[src/rtl/rom_ctrl_pkg.sv]
// Shared types and constants for the program-ROM fetch path.
package rom_ctrl_pkg;

   // Transaction sequencing of the fetch arbiter.
   typedef enum logic [1:0] {
      IDLE  = 2'd0,
      READ  = 2'd1,
      DRAIN = 2'd2,
      RESP  = 2'd3
   } state_t;

   localparam int ROM_ADDR_W = 11;
   localparam int ROM_DEPTH  = 2048;
   localparam int MAX_BYTES  = 4;

endpackage

[src/rtl/rr_arb2.sv]
// Two-way round-robin arbiter. The pointer names the port preferred on a tie
// and moves to the other port whenever a grant is taken (grant == accept).
module rr_arb2 (
   input  logic       clk,
   input  logic       rst_n,
   input  logic       en_i,
   input  logic [1:0] req_i,
   output logic [1:0] gnt_o
);

   logic ptr_q;

   // One-hot grant: a lone requester always wins, a tie goes to the pointer.
   always_comb begin
      gnt_o = 2'b00;
      if (en_i) begin
         case (req_i)
            2'b01:   gnt_o = 2'b01;
            2'b10:   gnt_o = 2'b10;
            2'b11:   gnt_o = ptr_q ? 2'b10 : 2'b01;
            default: gnt_o = 2'b00;
         endcase
      end
   end

   // Prefer the port that did not win the last accepted grant.
   always_ff @(posedge clk or negedge rst_n) begin
      if (!rst_n) begin
         ptr_q <= 1'b0;
      end else if (|gnt_o) begin
         ptr_q <= gnt_o[0];
      end
   end

endmodule

[src/rtl/rom_fetch_arbiter.sv]
// Shares the byte-wide synchronous program ROM between instruction fetch
// (port 0) and table load (port 1). One transaction of 1-4 consecutive bytes
// is in flight at a time; bytes are packed little-endian into a 32-bit word.
//
// Handshakes: a request transfers on a cycle where req_valid[p] & req_ready[p];
// the requester holds payload stable until then. A response is presented with
// rsp_valid[p] held and rsp_data stable until rsp_ready[p] on the same port.
module rom_fetch_arbiter
   import rom_ctrl_pkg::*;
#(
   parameter int ADDR_W = 11,
   parameter int DATA_W = 8,
   parameter int RSP_W  = 32
) (
   input  logic              clk,
   input  logic              rst_n,
   input  logic [1:0]        req_valid,
   output logic [1:0]        req_ready,
   input  logic [ADDR_W-1:0] req_addr0,
   input  logic [ADDR_W-1:0] req_addr1,
   input  logic [1:0]        req_len0,
   input  logic [1:0]        req_len1,
   output logic [1:0]        rsp_valid,
   input  logic [1:0]        rsp_ready,
   output logic [RSP_W-1:0]  rsp_data,
   output logic              rom_en,
   output logic [ADDR_W-1:0] rom_addr,
   input  logic [DATA_W-1:0] rom_data,
   output logic [1:0]        dbg_state_o
);

   state_t            state_q;
   logic              port_q;
   logic [1:0]        len_q;
   logic [1:0]        cnt_q;
   logic              rom_en_q;
   logic [ADDR_W-1:0] rom_addr_q;
   logic [RSP_W-1:0]  pack_q;
   logic [1:0]        rsp_valid_q;
   logic [1:0]        gnt;
   logic [1:0]        byte_idx;

   // Grants are only offered while idle and never while reset is asserted.
   rr_arb2 u_arb (
      .clk   (clk),
      .rst_n (rst_n),
      .en_i  ((state_q == IDLE) && rst_n),
      .req_i (req_valid),
      .gnt_o (gnt)
   );

   assign req_ready   = gnt;
   assign rsp_valid   = rsp_valid_q;
   assign rsp_data    = pack_q;
   assign rom_en      = rom_en_q;
   assign rom_addr    = rom_addr_q;
   assign dbg_state_o = state_q;

   // rom_data belongs to the address issued one cycle earlier, hence the -1;
   // in DRAIN the last issued byte (len) is the one arriving.
   always_comb begin
      byte_idx = cnt_q - 2'd1;
      if (state_q == DRAIN) byte_idx = len_q;
   end

   // Transaction FSM: grant, stream addresses, collect bytes, hold response.
   // Byte lanes are addressed as {idx,3'b000}, which relies on DATA_W == 8.
   always_ff @(posedge clk or negedge rst_n) begin
      if (!rst_n) begin
         state_q     <= IDLE;
         port_q      <= 1'b0;
         len_q       <= 2'd0;
         cnt_q       <= 2'd0;
         rom_en_q    <= 1'b0;
         rom_addr_q  <= '0;
         pack_q      <= '0;
         rsp_valid_q <= 2'b00;
      end else begin
         case (state_q)
            IDLE: begin
               if (|gnt) begin
                  port_q     <= gnt[1];
                  len_q      <= gnt[1] ? req_len1 : req_len0;
                  rom_addr_q <= gnt[1] ? req_addr1 : req_addr0;
                  cnt_q      <= 2'd0;
                  pack_q     <= '0;
                  rom_en_q   <= 1'b1;
                  state_q    <= READ;
               end
            end
            READ: begin
               if (cnt_q != 2'd0) begin
                  pack_q[{byte_idx, 3'b000} +: DATA_W] <= rom_data;
               end
               if (cnt_q == len_q) begin
                  rom_en_q <= 1'b0;
                  state_q  <= DRAIN;
               end else begin
                  cnt_q      <= cnt_q + 2'd1;
                  rom_addr_q <= rom_addr_q + ADDR_W'(1);
               end
            end
            DRAIN: begin
               pack_q[{byte_idx, 3'b000} +: DATA_W] <= rom_data;
               rsp_valid_q <= port_q ? 2'b10 : 2'b01;
               state_q     <= RESP;
            end
            RESP: begin
               if (rsp_ready[port_q]) begin
                  rsp_valid_q <= 2'b00;
                  state_q     <= IDLE;
               end
            end
            default: state_q <= IDLE;
         endcase
      end
   end

endmodule

[config.mk]
export PLATFORM = sky130hd
export DESIGN_NAME = rom_fetch_arbiter
export DESIGN_NICKNAME = d
export VERILOG_FILES = /design/src/rtl/rom_ctrl_pkg.sv /design/src/rtl/rr_arb2.sv /design/src/rtl/rom_fetch_arbiter.sv
export SDC_FILE = /design/constraint.sdc
export NUM_CORES = 1
export LEC_CHECK = 0
export CORE_MARGIN = 3
export CORE_UTILIZATION = 46
export CTS_BUF_LIST = sky130_fd_sc_hd__clkbuf_4
export DETAILED_ROUTE_END_ITERATION = 6
export DONT_BUFFER_PORTS = 1
export GPL_TIMING_DRIVEN = 0
export PLACE_DENSITY = 0.62
export SYNTH_ARGS = -nofsm -noshare
export SYNTH_HDL_FRONTEND = slang
export SYNTH_SLANG_ARGS = --single-unit
export TNS_END_PERCENT = 1
[constraint.sdc]
create_clock -name clk -period 2.6 [get_ports clk]
set_input_delay 0.52 -clock clk [delete_from_list [all_inputs] [get_ports clk]]
set_output_delay 0.52 -clock clk [all_outputs]
set_load 0.02 [all_outputs]
==> results.yml <==
final_layout:
  finalNetCount: 369
  multi_input_area_um2: 1690
  area_growth_pct: 7.08
  drive_gt1_share_pct: 22.6
  nFillCells: 595
  fin_area_um2: 3440
  post-route-util_pct: 52.4
  regArea_um2: 1350
  diodes: 0
  final_cells: 412
critical_path:
  path_class: "flop to primary output"
  worst_path_most_repeated_cell: "inv_1"
  start_kind: "flop"
  required_ps: 2080
  cp.arrival_ps: 2090
  cp_top_family: "buffers and inverters"
  cp_cell_sequence: "inv_1 -> ha_2 -> and3_2 -> nand2_2 -> buf_2 -> inv_1"
  cp_slowest_cell: "dfrtp_2"
  cp_max_fo: 10
  critPathBufInv: 3
  end_kind: "primary output"
  max_stage_delay_ps: 510
logic_synthesis:
  synth_area_um2: 3210
  synth_top_family_by_area: "compound AO/OA/AOI/OAI gates"
  synth_compound_area_share_pct: 24.5
  synth_edf_count: 0
  synthCells: 310
  synthSimpleGateAreaFrac_pct: 17.9
  async_flop_share_pct: 100
  ys_types: 60
  synth_xor_area_share_pct: 1.09
  synth_warnings: 0
  synth_nets: 360
  avgSynthCellArea_um2: 10.4
  synth_seq_cells: 54
  synthMuxAreaShare_pct: 4.71
  ys.flop_type: "dfrtp_1"
  seq_area_frac_synth_pct: 42.0
  yosys.area_share.adder_pct: 3.89
cts:
  cts-root-buf: "clkbuf_4"
  clkTransAtPathRegs_ps: 160
  cts_tree: "yes"
  clk_latency_ps: 370
  cts_buffer_depth: 2
  cts.sinks: 54
  cts_buffers: 5
  htreeDepth: 2
power:
  p_comb_share_pct: 53.7
  switching_share_pct: 51.0
  powerDensity_nw_per_um2: 1380
  pwr-share-clk_pct: 8.0
  ir_drop_mv: 0.812
  power_frac_seq_pct: 38.4
  power.total_mw: 4.76
  p_sw_mw: 2.43
  p_leak_nw: 1.58
  internal_power_mw: 2.33
sta:
  rsz0062_at_grt: "yes"
  slew_violations: 0
  finalCriticalPeriod_ps: 2610
  final_hold_viol_count: 0
  final-setup-viol-count: 1
  max_freq_mhz: 383
  finClkSkew_ps: 10.1
  holdWs_ps: 262
  setup_slack_ps: -10.1
  max_slew_margin_pct: 62.8
  max_slew.worst_pin.slew_ps: 559
  fin_crit_sh_pct: 100
  fin_tns_setup_ps: -10.1
global_route:
  grt_pass1_vias: 2226
  grt_max_degree: 55
  grt_pass1_wl_mm: 11.6
  grt-ovfl-total: 0
  antenna_found_initial: 0
  grt_usage_pct: 18.7
place:
  place_area_um2: 3330
  gp_congestion: 0.811
  io_buffers: 0
  pre_cts_slack_ps: -197
  dp_hpwl_mm: 5.53
  post-place-cells: 403
floorplan:
  core_um2: 6570
  dieHeight_um: 89.6
  die-area_um2: 8030
  rows: 29
  dieWidth_um: 89.6
  pin_count: 90
  initial_core_util_pct: 48.9
detailed_routing:
  postRouteAntennaNets: 0
  num_vias: 2387
  dr.pass1.iters: 4
  drtIter0Drc: 112
  wirelength_mm: 7.60
  drc_errors: 0
  viasPerCell: 5.79
  avgRoutedWirePerCell_um: 18.5
worst_hold_path:
  hold_class: "primary input to flop"
flow_run:
  drv_cap: 0
outcome:
  outcome: "finished, violations left"
  violations: "setup timing"
==> synth_stat cells, types with 5 or more instances <==
| master | count | share of area [%] |
|---|---|---|
| nand2_1 | 23 | 2.7 |
| nor2b_1 | 19 | 3.7 |
| a21oi_1 | 6 | 0.93 |
| inv_1 | 24 | 2.8 |
| o21ai_0 | 11 | 1.7 |
| dfrtp_1 | 54 | 42 |
| and3_1 | 14 | 2.7 |
| ha_1 | 10 | 3.9 |
| a21bo_2 | 8 | 2.5 |
| a211oi_1 | 10 | 2.3 |
| mux2i_1 | 14 | 4.4 |
| nand4_1 | 11 | 2.1 |
| a31o_1 | 5 | 1.4 |
| a31o_2 | 12 | 3.3 |
| nor2_1 | 11 | 1.3 |
==> path summary, 6_finish.rpt <==
path,start,endpoint,slack [ps],cells after the start
max,dbg_state_o[0]$_DFFE_PN0P_,req_ready[1],-10,6
min,rom_data[2],rsp_data[2]$_DFFE_PN0P_,260,2
max reg2reg,dbg_state_o[0]$_DFFE_PN0P_,rsp_data[11]$_DFFE_PN0P_,100,11
min reg2reg,u_arb.ptr_q$_DFFE_PN0P_,u_arb.ptr_q$_DFFE_PN0P_,560,2
max in group asynchronous,rst_n,dbg_state_o[0]$_DFFE_PN0P_,1710,2
min in group asynchronous,rst_n,rom_addr[4]$_DFFE_PN0P_,640,2
==> what timing repair did <==
action,CTS,global route
resized for setup,5,5
setup endpoints to repair,34,34
hold buffers,2,0
hold endpoints to repair,54,0
setup buffers,0,1
pin swaps,1,1
==> cell families after synthesis <==
| logic type | count (synthesis) |
|---|---|
| XOR/XNOR | 4 |
| adder cells (fa/ha/maj) | 10 |
| AO/OA/AOI/OAI | 85 |
| buffers and inverters | 38 |
| flip-flops | 54 |
| multiplexers | 15 |
| AND/OR/NAND/NOR | 104 |
==> cell type report <==
class	instances	area share, %
clock inverters	2	0.436
plain buffers	12	2.62
clock buffers	5	1.09
inverters	25	2.73
multi-input cells	218	49.1
well taps	93	3.38
flip-flops and latches	54	39.3
repair buffers	3	1.31
==> registers in the layout (all words and copies together), names as in the netlist <==
register and flops:
rsp_valid 2, rsp_data 32, u_arb.ptr_q 1, dbg_state_o 2, len_q 2, port_q 1, rom_addr 11, rom_en 1
cnt_q 2
==> per-layer routing <==
layer  track usage [%]  vias up  wire length (µm)
li1                  -     1146                 -
met1              27.3     1167              3570
met2              27.7       65              3400
met3              4.93        9               549
met4              4.19        0                85
met5                 0        -                 0
==> power groups by stage <==
stage	clock network (mW)	logic (mW)	registers [mW]
6_report	0.379	2.55	1.82
5_1_grt	0.412	2.84	1.88
4_1_cts	0.385	2.54	1.83
3_5_place_dp	0	2.49	1.84
3_3_place_gp	0	2.45	1.84
2_1_floorplan	0	2.08	1.73
==> worst reg2reg max path, stage by stage (launching register included) <==
cell and delay, ps:
dfrtp_2 490, inv_1 120, ha_1 280, nand2b_2 250, and2_1 190, inv_1 80, ha_1 150, nor2b_1 60
a221oi_4 370, buf_6 200, nor2b_1 50, a31o_1 170
==> cell usage in the layout (no fill, tap or decap), types with 4 or more instances in the layout <==
master / instances
clkbuf_4: 5
inv_1: 23
nand2_1: 23
a21oi_1: 6
nor2_1: 8
dfrtp_1: 52
o22ai_1: 4
ha_1: 9
buf_4: 4
a31o_1: 5
nor3_1: 4
a31o_2: 12
a211oi_1: 10
nor2b_1: 19
nand4_1: 11
mux2i_1: 14
o21ai_0: 11
a21bo_2: 8
and3_1: 13
buf_6: 4
(Power assumes the default switching activity.)
